==> src/rtl/wb_trace_buffer.sv <==
// Write-back trace buffer: captures register-file writes into a FIFO and drains each as a 3-beat stream.
// Optional build macro WB_TRACE_SKIP_ZERO_EN drops writes to $0 before they reach the FIFO.
module wb_trace_buffer #(
    parameter int          DEPTH = 16,
    parameter int          AW    = 4,
    parameter logic [7:0]  TAG   = 8'hA5
) (
    input  logic          clk,
    input  logic          reset,
    input  logic          wb_we,
    input  logic [31:0]   wb_pc,
    input  logic [4:0]    wb_addr,
    input  logic [31:0]   wb_data,
    output logic          tr_valid,
    input  logic          tr_ready,
    output logic [31:0]   tr_data,
    output logic          tr_last,
    output logic [15:0]   ovf_cnt,
    output logic [AW:0]   level
);

    // state | meaning
    // IDLE  | no record held, waiting for FIFO data
    // B1    | presenting PC beat
    // B2    | presenting tag + register number beat
    // B3    | presenting data beat (last)
    typedef enum logic [1:0] {IDLE, B1, B2, B3} state_t;

    localparam logic [AW:0] FULL_LVL = (AW+1)'(DEPTH);

    state_t        state, state_nxt;
    logic [68:0]   mem [DEPTH];
    logic [68:0]   head;
    logic [AW-1:0] wr_ptr, rd_ptr;
    logic [31:0]   hold_pc, hold_data;
    logic [4:0]    hold_addr;
    logic          empty, full, cap, hs, push, pop;

`ifdef WB_TRACE_SKIP_ZERO_EN
    assign cap = wb_we & (wb_addr != 5'd0);
`else
    assign cap = wb_we;
`endif

    assign empty = (level == '0);
    assign full  = (level == FULL_LVL);
    assign hs    = tr_valid & tr_ready;
    assign pop   = !empty & ((state == IDLE) | ((state == B3) & hs));
    // A pop on the same edge frees a slot, so a full FIFO can still accept.
    assign push  = cap & (!full | pop);
    assign head  = mem[rd_ptr];

    always_ff @(posedge clk) begin
        if (push) mem[wr_ptr] <= {wb_pc, wb_addr, wb_data};
    end

    always_ff @(posedge clk or negedge reset) begin
        if (!reset) begin
            wr_ptr    <= '0;
            rd_ptr    <= '0;
            level     <= '0;
            ovf_cnt   <= '0;
            hold_pc   <= '0;
            hold_addr <= '0;
            hold_data <= '0;
        end else begin
            if (push) wr_ptr <= wr_ptr + 1'b1;
            if (pop) begin
                rd_ptr    <= rd_ptr + 1'b1;
                hold_pc   <= head[68:37];
                hold_addr <= head[36:32];
                hold_data <= head[31:0];
            end
            case ({push, pop})
                2'b10:   level <= level + 1'b1;
                2'b01:   level <= level - 1'b1;
                default: level <= level;
            endcase
            if (cap && !push && ovf_cnt != 16'hFFFF) ovf_cnt <= ovf_cnt + 1'b1;
        end
    end

    always_ff @(posedge clk or negedge reset) begin
        if (!reset) state <= IDLE;
        else        state <= state_nxt;
    end

    always_comb begin
        state_nxt = state;
        case (state)
            IDLE: if (!empty) state_nxt = B1;
            B1:   if (hs) state_nxt = B2;
            B2:   if (hs) state_nxt = B3;
            B3:   if (hs) state_nxt = empty ? IDLE : B1;
            default: state_nxt = IDLE;
        endcase
    end

    always_comb begin
        tr_valid = 1'b0;
        tr_data  = '0;
        tr_last  = 1'b0;
        case (state)
            B1: begin
                tr_valid = 1'b1;
                tr_data  = hold_pc;
            end
            B2: begin
                tr_valid = 1'b1;
                tr_data  = {TAG, 19'b0, hold_addr};
            end
            B3: begin
                tr_valid = 1'b1;
                tr_data  = hold_data;
                tr_last  = 1'b1;
            end
            default: ;
        endcase
    end

endmodule

==> config.mk <==
export PLATFORM = sky130hd
export DESIGN_NAME = wb_trace_buffer
export DESIGN_NICKNAME = d
export VERILOG_FILES = /design/src/rtl/wb_trace_buffer.sv
export SDC_FILE = /design/constraint.sdc
export NUM_CORES = 1
export LEC_CHECK = 0
export CAP_MARGIN = 20
export CORE_UTILIZATION = 45
export DETAILED_ROUTE_END_ITERATION = 8
export GPL_TIMING_DRIVEN = 0
export MAX_ROUTING_LAYER = met4
export SYNTH_ARGS = -nofsm -noshare
export SYNTH_HDL_FRONTEND = slang
export SYNTH_SLANG_ARGS = --single-unit
==> constraint.sdc <==
create_clock -name clk -period 9.2 [get_ports clk]
set_clock_uncertainty 0.05 [all_clocks]
set_input_delay 1.84 -clock clk [delete_from_list [all_inputs] [get_ports clk]]
set_output_delay 1.84 -clock clk [all_outputs]
set_load 0.1 [all_outputs]
Word level (Yosys, flattened, before mapping)
Memory sizes are Yosys's and may differ from the RTL's. A register that Yosys moved wholly into a read port is not among the register bits.
Cells that the tools add are included.
Storage, ports and cells
  register bits: 31
  bits in writable memories: 1104
  input port bits: 73
  word-level logic and storage cells: 51
  memories: 1
Memories
  mem: depth 16, width 69, read ports 1, clocked after Yosys merged registers in 1, wr ports 1, line 32  | logic [68:0] mem [DEPTH];
Cells by class
  $add $sub $neg: 5
  equal/unequal tests: 11
  mux-type cells: 12
  bitwise operators: 6
  reduce and logical (&&, ||, !) cells: 11
Operators with widths (number)
  $pmux W32 S3: 1
  $add A16 B1 Y16 const B: 1
  $ne A16 B16 Y1 const B: 1
  $pmux W5 S2: 1
  $add A4 B1 Y4 const B: 2
  $mux W2: 4
  $ne A2 B2 Y1 const B: 4
  $pmux W2 S4: 1
  $eq A2 B2 Y1 const B: 3
  $add A5 B1 Y5 const B: 1
  $eq A5 B5 Y1 const B: 1
  $logic_not A5 Y1: 1
  $mux W1: 5
  $sub A5 B1 Y5 const B: 1
  $and A1 B1 Y1: 4
  $eq A2 B1 Y1 const B: 2
  $logic_not A1 Y1: 4
  $reduce_and A4 Y1: 1
  $reduce_or A3 Y1: 1
  $logic_and A1 B1 Y1: 2
  $logic_not A2 Y1: 1
  $or A1 B1 Y1: 2
  $reduce_bool A2 Y1: 1

Logic depth before layout (Yosys ltp)
Gate-level depths: netlist of the first run.
  word-level depth: 12
  gate-level depth with buffers: 12
  depth with buffers taken out: 12

Worst setup path before layout of the first run
No wires, ideal clock.
  path type: input -> register
  start point: input wb_we
  end point: memory mem[0][0] (enable)
  library setup time: 0.581 ns
  data arrival time: 7.124 ns
  required time: 8.569 ns
  setup slack: 1.445 ns
  cell stages on the path: 5
  cells stage by stage: buf_2 o31a_1 buf_2 nand2_1 nor3_1
Between the ends
  cells in the longest elaborated chain, start to end: 3
RTL lines
  start, declared: line 10  | input logic wb_we,
  $and A1 B1 Y1: line 50  | assign push = cap & (!full | pop);
  $mux W1: line 54  | if (push) mem[wr_ptr] <= {wb_pc, wb_addr, wb_data};
  $mux W1 (not written as such): line 54
  end, declared: line 32
Every way passes these cells.

Final worst setup path of the first run
  start point: register state[1]
  end point: output tr_data[5]
Between the ends
  cells in the longest elaborated chain, start to end: 2
  elaborated cells between the ends (all ways): 4
RTL lines
  start, declared: line 31  | state_t state, state_nxt;
  start signal, assigned: line 85  | else state <= state_nxt;
  $eq A2 B2 Y1 / $eq A2 B1 Y1 (equally long branches): line 103  | case (state)
  $pmux W32 S3 (*): line 103
  end, declared: line 16  | output logic [31:0] tr_data,
Mark *: on every way between the ends. The rest lies on a longest branch, timed or not.

==> run_results.csv, run 1 <==
group,metric,value,unit
power_and_ir_drop,total_power,0.01856,W
clocking,clock_path_buffers,3,
detailed_routing,num_vias,23810,
setup_path,worstPathArrival,4.76,ns
global_route,grt_max_degree,65,
layout,design_area,54690,sq um
synth,synth.area.top_cells,"edfxtp_1 (72%), mux4_2 (11%), dfrtp_1 (5.4%)",
layout,synthToLayoutAreaGrowth,18.38,%
power_and_ir_drop,p_per_area,339.3,nW/um^2
setup_path,end_kind,"primary output",
placement,hpwl,78760,um
floorplan,placementRows,117,
global_route,antenna_found_initial,6,
synth,synth_seq_cells,1204,
layout,layout_common_cells,"edfxtp_1 (1104), mux4_2 (226), clkbuf_16 (134), clkdlybuf4s50_1 (125), o22ai_1 (113)",
synth,ys_types,49,
detailed_routing,postRouteAntennaNets,0,
global_route,track_usage,24.04,%
floorplan,core,101700,sq um
worst_hold_path,min_path_type,"reg2reg",
placement,numPortBuffers,126,
detailed_routing,drt-initial-drc-count,2614,
layout,drive_gt1_share,23.03,%
synth,avgSynthCellArea,20.63,sq um
timing,fin_ws,2.549,ns
setup_path,r2r-start,"state[0]",
timing,tightest_slew,1.162,ns
timing,setup_viol_count_final,0,
placement,dpl_worst_slack,3.390,ns
detailed_routing,drc,0,
timing,slew_violations,0,
synth,ys_warn_count,0,
layout,multi_input_area,9986,sq um
layout,layout.nets,2664,
clocking,worstSkewPairLatency,0.73,ns
synth,syn-num-nets,2327,
clocking,numCtsBuffers,130,
run_status,status,"completed",
clocking,tritoncts,"yes",
layout,final_util,53.75,%
timing,holdWs,0.4606,ns
clocking,cts.sinks,1204,
timing,post-route-period-util,72.29,%
power_and_ir_drop,power.leakage,17.70,nW
timing,rsz0062_at_grt,"false",
synth,synthArstFlopShare,8.306,%
floorplan,initial_core_util,45.40,%
global_route,grt-ovfl-total,0,
clocking,clkSlewWorstSetupHoldPaths,0.06,ns
timing,maxSlewHeadroom,22.56,%
worst_hold_path,min_from,"ovf_cnt[15]",
synth,synthCells,2239,
power_and_ir_drop,vdd_drop_max,0.5998,mV
synth,synth-edff-count,1104,
clocking,cts_hold_buffers,0,
placement,placed_cell_area,50550,sq um
floorplan,die_w,322.4,um
floorplan,dieArea,103900,sq um
clocking,clock-root-buffer,"clkbuf_16",
job,maxCapViolCount,0,
setup_path,crit_path_start_kind,"flop",
clocking,h-tree-depth,4,
timing,period_minus_slack,6.651,ns
synth,yosysTopAreaCell,"edfxtp_1",
detailed_routing,routed_wl,118700,um
detailed_routing,first_pass_iters,6,
placement,routabilityCongestion,0.8037,
layout,layout_commonest_cell,"edfxtp_1",
synth,synth-seq-area-share,77.18,%
setup_path,required,7.31,ns
floorplan,io_pins,128,
global_route,grt_pass1_vias,24400,
global_route,grt_pass1_wl,171100,um
setup_path,cp_max_fo,10,
synth,synthFlopType,"edfxtp_1",
setup_path,crit_path_start,"state[1]",
detailed_routing,wire_per_inst,29.28,um
layout,regArea,35650,sq um
synth,synth_top_area_share,71.76,%
timing,max_freq,0.1504,GHz
layout,fillers,7781,
synth,netlist_area,46200,sq um
timing,hold_violations,0,
clocking,cts_resized,0,
setup_path,critPathKind,"reg2out",
detailed_routing,routed_via_density,5.873,
clocking,cts_setup_buffers,0,
floorplan,die_y,322.4,um
==> registers in the layout (all words and copies together), names as in the netlist <==
| register | count |
|---|---|
| wr_ptr | 4 |
| hold_addr | 5 |
| mem | 1104 |
| level | 5 |
| hold_pc | 32 |
| ovf_cnt | 16 |
| hold_data | 32 |
| rd_ptr | 4 |
| state | 2 |
==> stage by stage <==
stage / std cells / TNS [ns]
after detailed placement: 3811 / 0
after CTS: 4046 / 0
final: 4054 / 0
after global placement: 3733 / -2447.35
after global routing: 4052 / 0
after floorplan: 2239 / 0
==> routing by layer <==
metal,up-vias,wire length (um),track usage (%)
li1,10020,-,-
met1,12620,48890,32.19
met2,1000,56480,36.62
met3,175,10150,5.488
met4,0,3182,7.735
met5,-,0,-
==> synthesized netlist by cell type, types with 2 or more instances <==
cell / n
a21oi_1: 47
edfxtp_1: 1104
nand2_1: 24
dfrtp_1: 100
clkbuf_1: 61
mux4_2: 226
mux2_1: 2
buf_2: 46
a211oi_1: 25
buf_4: 13
and4_1: 3
xnor2_1: 18
nand2_2: 2
nor4_1: 26
a222oi_1: 5
o22ai_1: 113
nor2_1: 76
ha_1: 14
nand2b_1: 4
xor2_1: 5
o221ai_1: 26
mux2_2: 46
buf_1: 17
nand3_1: 6
o21ai_0: 4
or2_2: 2
nor3_1: 31
nand4_1: 10
a22oi_1: 23
nor2b_1: 28
a21o_1: 3
mux2i_1: 101
a221oi_1: 4
inv_1: 9
==> final timing paths <==
kind | cells after the start | endpoint | slack [ns]
setup / recovery | 7 | tr_data[5] | 2.55
hold / removal | 1 | ovf_cnt[15] | 0.46
setup reg to reg | 12 | mem[1][41] | 5.34
hold reg to reg | 1 | ovf_cnt[15] | 0.46
max in group asynchronous | 2 | hold_data[7] | 7.23
min in group asynchronous | 1 | hold_data[31] | 1.11
==> critical path: stages (launching register included) <==
cell and delay [ns]:
dfrtp_1 0.42, inv_1 0.14, ha_1 0.16, clkbuf_1 0.69
clkbuf_1 0.79, a22oi_1 0.20, nor2_1 0.41, clkdlybuf4s50_1 1.23
==> report_power, final <==
| part | internal [W] | switching (W) | total, W | leakage [nW] |
|---|---|---|---|---|
| Sequential | 0.00668 | 0.000316 | 0.00700 | 11.1 |
| Combinational | 0.00230 | 0.00422 | 0.00652 | 4.56 |
| Clock | 0.00297 | 0.00207 | 0.00504 | 2.01 |
| Total | 0.0120 | 0.00660 | 0.0186 | 17.7 |
==> cell type report <==
class	instances	share of cell area [%]
flip-flops and latches	1204	65.20
clock buffers	181	6.619
inverters	9	0.06177
clock inverters	54	0.8831
diodes	7	0.03203
multi-input cells	888	18.26
plain buffers	138	1.155
well taps	1368	3.130
repair buffers	205	4.663
==> cell families after synthesis <==
family | after synthesis | synth area share, %
compound gates | 258 | 3.776
xor+xnor | 23 | 0.4361
fa+ha+maj | 15 | 0.4225
buf+inv | 147 | 1.441
flops | 1204 | 77.18
mux | 375 | 14.38
simple gates | 217 | 2.367
Note: power is estimated with default switching activity, not from simulation.
==> inputs of run 2 (changes only) <==
clock period = 5.7 ns   (was 9.2 ns; I/O delays follow)
==> run 2 against run 1 <==
  * Die area is the same
  * Via count is essentially flat
  * Routed wire length shrank 1.0%
  * Flip-flop and latch count is the same
  * Sequential power grew 61%
  * Clock-buffer cell count shrank 17
==> run_results.csv, run 2 (synthesis gave the netlist of run 1 again) <==
group,metric,value,unit
run_status,status,"completed",
floorplan,dieArea,103900,sq um
clocking,cts_hold_buffers,0,
setup_path,critPathKind,"reg2out",
detailed_routing,postRouteAntennaNets,0,
detailed_routing,num_vias,23800,
setup_path,cp_max_fo,10,
floorplan,die_y,322.4,um
layout,drive_gt1_share,22.26,%
layout,largestRegisters,"mem x1104, hold_data x32, hold_pc x32",
detailed_routing,drc,0,
global_route,track_usage,23.65,%
setup_path,slowest_stage,"clkdlybuf4s50_1",
timing,holdWs,0.2551,ns
detailed_routing,first_pass_iters,5,
floorplan,io_pins,128,
power_and_ir_drop,p_per_area,538.1,nW/um^2
clocking,h-tree-depth,3,
layout,synthToLayoutAreaGrowth,17.86,%
timing,period_minus_slack,5.623,ns
power_and_ir_drop,power.leakage,17.73,nW
setup_path,r2r-start,"state[0]",
floorplan,die_w,322.4,um
placement,routabilityCongestion,0.8059,
setup_path,crit_path_start_kind,"flop",
setup_path,required,4.51,ns
setup_path,crit_family,"buffers and inverters",
layout,largest_register_ffs,1104,
floorplan,initial_core_util,45.40,%
placement,numPortBuffers,126,
placement,placed_cell_area,50700,sq um
global_route,grt_pass1_wl,169300,um
timing,max_freq,0.1778,GHz
setup_path,worstPathArrival,4.43,ns
global_route,grt-ovfl-total,0,
detailed_routing,drt-initial-drc-count,2524,
detailed_routing,routed_via_density,5.918,
setup_path,cp_num_buf_inv,4,
setup_path,end_kind,"primary output",
setup_path,cpPeakStageDelay,1.18,ns
timing,maxSlewHeadroom,24.47,%
layout,largest_register,"mem",
layout,final_util,53.51,%
detailed_routing,routed_wl,117500,um
floorplan,placementRows,117,
clocking,clkSlewWorstSetupHoldPaths,0.06,ns
layout,fillers,7812,
setup_path,crit_path_start,"state[1]",
timing,tightest_slew,1.133,ns
placement,hpwl,77640,um
setup_path,cp_common_cell,"clkbuf_1",
global_route,grt_pass1_vias,24610,
layout,design_area,54450,sq um
clocking,clock_path_buffers,3,
timing,hold_violations,0,
setup_path,path_cells,"inv_1, ha_1, clkbuf_1, clkbuf_1, a22oi_1, nor2_1, clkdlybuf4s50_1",
power_and_ir_drop,vdd_drop_max,0.6511,mV
layout,layout_commonest_cell,"edfxtp_1",
clocking,cts_setup_buffers,0,
detailed_routing,wire_per_inst,29.20,um
clocking,tritoncts,"yes",
floorplan,core,101700,sq um
clocking,worstSkewPairLatency,0.69,ns
layout,layout.nets,2636,
timing,post-route-period-util,98.65,%
timing,slew_violations,0,
worst_hold_path,min_path_type,"in2async",
clocking,clock-root-buffer,"clkbuf_16",
clocking,numCtsBuffers,119,
layout,layout_common_cells,"edfxtp_1 (1104), mux4_2 (226), clkbuf_16 (119), o22ai_1 (113), clkdlybuf4s50_1 (106)",
timing,rsz0062_at_grt,"false",
power_and_ir_drop,total_power,0.02930,W
global_route,antenna_found_initial,9,
global_route,grt_max_degree,80,
clocking,cts.sinks,1204,
job,maxCapViolCount,0,
timing,setup_viol_count_final,0,
-- run 2: changes by cell type in the layout (fill, tap and decap cells not counted), moves of 15 or more --
| cell | change |
|---|---|
| clkbuf_16 | -15 |
| dlymetal6s2s_1 | +18 |
| buf_6 | -35 |
| buf_16 | +20 |
| clkdlybuf4s50_1 | -19 |
-- run 2: power breakdown --
part	leakage, nW	internal, W	switching, W
registers	11.1	0.0108	0.000514
clock network	1.79	0.00421	0.00325
logic	4.81	0.00373	0.00680
-- run 2: repair_timing --
item / in CTS / in global routing
endpoints found under the setup margin: 1 / 19
resized for setup: 1 / 20
cloned: 0 / 0
-- run 2: final timing paths --
| kind | endpoint | slack [ns] | cells after the start |
|---|---|---|---|
| max in group asynchronous | hold_data[13] | 4.52 | 2 |
| worst max-delay path | tr_data[22] | 0.08 | 7 |
| min in group clk | ovf_cnt[15] | 0.46 | 1 |
| worst min-delay path | hold_data[27] | 0.26 | 1 |
| worst min register to register | ovf_cnt[15] | 0.46 | 1 |
| worst max register to register | hold_data[26] | 2.06 | 8 |
-- run 2: layout make-up --
class                      count  area [sq um]  share of cell area [%]
clock buffer                 164          3227                   5.927
antenna                        8         20.02                 0.03677
buffer                       138         631.9                   1.161
sequential                  1204         35650                   65.49
multi-input combinational    888         10010                   18.39
timing repair buffer         188          2699                   4.957
tap                         1368          1712                   3.144
clock inverter                55         457.9                  0.8411
inverter                       9         33.78                 0.06205
-- run 2: through the flow --
step	TNS [ns]	instances	setup WS [ns]
after floorplan	0	2239	0.1031
after global placement	-4234.02	3733	-4.041
after detailed placement	0	3795	0.6107
after CTS	0	4014	0.05049
after global routing	0	4021	0.007521
final	0	4022	0.07702
-- run 2: metal layers --
| metal | global-route usage, % | vias to the layer above | share of wire, % |
|---|---|---|---|
| li1 | - | 9965 | - |
| met1 | 32.35 | 12650 | 42 |
| met2 | 35.74 | 1008 | 47 |
| met3 | 4.847 | 176 | 7.6 |
| met4 | 7.534 | 0 | 2.8 |
| met5 | - | - | 0 |
==> inputs of run 3 (changes only) <==
ABC_CLOCK_PERIOD_IN_PS = 7220   (was unset)
clock period = 7.22 ns   (was 5.7 ns; I/O delays follow)
==> run 3 against run 2 <==
  * Sequential power down 21%
  * Combinational power shrank 21%
  * Highest routed layer unchanged
  * Non-clock buffer count stayed put
  * Critical path type unchanged
==> run_results.csv, run 3 (synthesis gave the netlist of run 1 again) <==
group,metric,value,unit
clocking,clkSlewWorstSetupHoldPaths,0.06,ns
power_and_ir_drop,combPwrFrac,36.0,%
layout,layout.nets,2636,
floorplan,placementRows,117,
global_route,grt_max_degree,80,
setup_path,cp_max_fo,10,
job,maxCapViolCount,0,
floorplan,core,101700,sq um
setup_path,cpPeakStageDelay,1.24,ns
setup_path,crit_family,"buffers and inverters",
timing,maxSlewHeadroom,24.33,%
timing,max_freq,0.1585,GHz
floorplan,initial_core_util,45.40,%
layout,fillers,7808,
placement,numPortBuffers,126,
layout,drive_gt1_share,22.22,%
global_route,grt-ovfl-total,0,
detailed_routing,routed_via_density,5.928,
layout,regArea,35650,sq um
power_and_ir_drop,power_frac_seq,38.6,%
setup_path,cp_common_cell,"clkbuf_1",
clocking,numCtsBuffers,119,
floorplan,die_y,322.4,um
setup_path,slowest_stage,"clkdlybuf4s50_1",
timing,slew_violations,0,
setup_path,r2r-start,"state[0]",
run_status,status,"completed",
clocking,tritoncts,"yes",
global_route,grt_pass1_wl,169300,um
setup_path,end_kind,"primary output",
clocking,worstSkewPairLatency,0.69,ns
global_route,antenna_found_initial,9,
detailed_routing,drt-initial-drc-count,2526,
clocking,clock-root-buffer,"clkbuf_16",
timing,tns,0,ns
global_route,track_usage,23.65,%
detailed_routing,postRouteAntennaNets,0,
layout,layout_common_cells,"edfxtp_1 (1104), mux4_2 (226), clkdlybuf4s50_1 (125), clkbuf_16 (119), o22ai_1 (113)",
power_and_ir_drop,p_per_area,425.3,nW/um^2
setup_path,crit_path_start_kind,"flop",
detailed_routing,wire_per_inst,29.16,um
setup_path,cp_num_buf_inv,4,
timing,post-route-period-util,87.39,%
layout,layout_commonest_cell,"edfxtp_1",
placement,routabilityCongestion,0.8059,
layout,final_cell_count_no_fill,4022,
power_and_ir_drop,p_clk_share,25.5,%
layout,largest_register_ffs,1104,
placement,hpwl,77640,um
timing,rsz0062_at_grt,"false",
power_and_ir_drop,netSwitchingFraction,36.05,%
power_and_ir_drop,switchingPower,0.008341,W
timing,hold_violations,0,
detailed_routing,num_vias,23840,
power_and_ir_drop,vdd_drop_max,0.5143,mV
clocking,cts_resized,0,
global_route,grt_pass1_vias,24610,
power_and_ir_drop,power.internal,0.01480,W
setup_path,critPathKind,"reg2out",
placement,dp.cells,3795,
timing,period_minus_slack,6.309,ns
layout,synthToLayoutAreaGrowth,17.77,%
setup_path,required,5.73,ns
setup_path,path_cells,"inv_1, ha_1, clkbuf_1, clkbuf_1, a22oi_1, nor2_1, clkdlybuf4s50_1",
clocking,cts_setup_buffers,0,
worst_hold_path,min_path_type,"reg2reg",
setup_path,worstPathArrival,4.82,ns
layout,largest_register,"mem",
timing,tightest_slew,1.135,ns
clocking,clock_path_buffers,3,
layout,multi_input_area,10010,sq um
clocking,cts_hold_buffers,0,
floorplan,die_w,322.4,um
clocking,h-tree-depth,3,
floorplan,dieArea,103900,sq um
worst_hold_path,min_from,"ovf_cnt[15]",
power_and_ir_drop,power.leakage,17.49,nW
detailed_routing,first_pass_iters,5,
detailed_routing,drc,0,
detailed_routing,routed_wl,117300,um
timing,setup_viol_count_final,0,
floorplan,io_pins,128,
setup_path,crit_path_start,"state[1]",
clocking,cts.sinks,1204,
layout,largestRegisters,"mem x1104, hold_data x32, hold_pc x32",
[run 3: cell types whose count changed in the layout (fill, tap and decap cells not counted)]
cell,delta
clkdlybuf4s50_1,+19
dlymetal6s2s_1,-18
clkbuf_2,-1
[run 3: stage by stage]
| stage | setup WS (ns) | hold slack, ns | cell area (sq um) | total power, W | util (%) |
|---|---|---|---|---|---|
| finish | 0.9107 | 0.4580 | 54410 | 0.02314 | 53.47 |
| global route | 0.8241 | 0.4802 | 54400 | 0.02402 | 53.47 |
| CTS | 1.072 | 0.4661 | 54390 | 0.02329 | 53.46 |
| detailed placement | 1.827 | 0.4534 | 50700 | 0.01741 | 49.83 |
| global placement | -2.825 | 0.4360 | 49190 | 0.01713 | 48.35 |
| floorplan | 1.623 | 0.4697 | 46220 | 0.01440 | - |
[run 3: worst register-to-register path, stage by stage (launching register included)]
cell      delay (ns)
dfrtp_1         0.43
ha_1            0.21
buf_2           0.31
a21oi_1         0.25
a21oi_2         0.62
buf_8           0.24
clkbuf_1        0.67
clkbuf_1        0.55
a21oi_1         0.16
[run 3: area by class of cell]
cell class              count  share of cell area [%]
diodes                      8                 0.03680
plain buffers             138                   1.161
clock buffers             164                   5.931
clock inverters            55                  0.8417
inverters                   9                 0.06209
multi-input cells         888                   18.40
flip-flops and latches   1204                   65.53
well taps                1368                   3.146
repair buffers            188                   4.887
[run 3: power by group through the flow]
stage / Sequential [W] / Clock [W] / Combinational, W
6_report: 0.00892 / 0.00589 / 0.00832
5_1_grt: 0.00897 / 0.00625 / 0.00880
4_1_cts: 0.00893 / 0.00598 / 0.00838
3_5_place_dp: 0.00907 / 0 / 0.00834
3_3_place_gp: 0.00919 / 0 / 0.00794
2_1_floorplan: 0.00904 / 0 / 0.00536
[run 3: worst paths after layout]
path                       slack (ns)       endpoint  depth (start not counted)
max in group asynchronous        5.74  hold_data[13]                          2
max reg2reg                      3.60  hold_data[26]                          8
min                              0.46    ovf_cnt[15]                          1
min reg2reg                      0.46    ovf_cnt[15]                          1
max                              0.91     tr_data[5]                          7
min in group asynchronous        0.56  hold_data[27]                          1
[run 3: routing by layer]
metal | global-route usage, % | vias to the layer above | part of all wire (%)
li1 | - | 9968 | -
met1 | 32.35 | 12660 | 42
met2 | 35.74 | 1038 | 47
met3 | 4.847 | 178 | 7.8
met4 | 7.534 | 0 | 2.8
met5 | - | - | 0
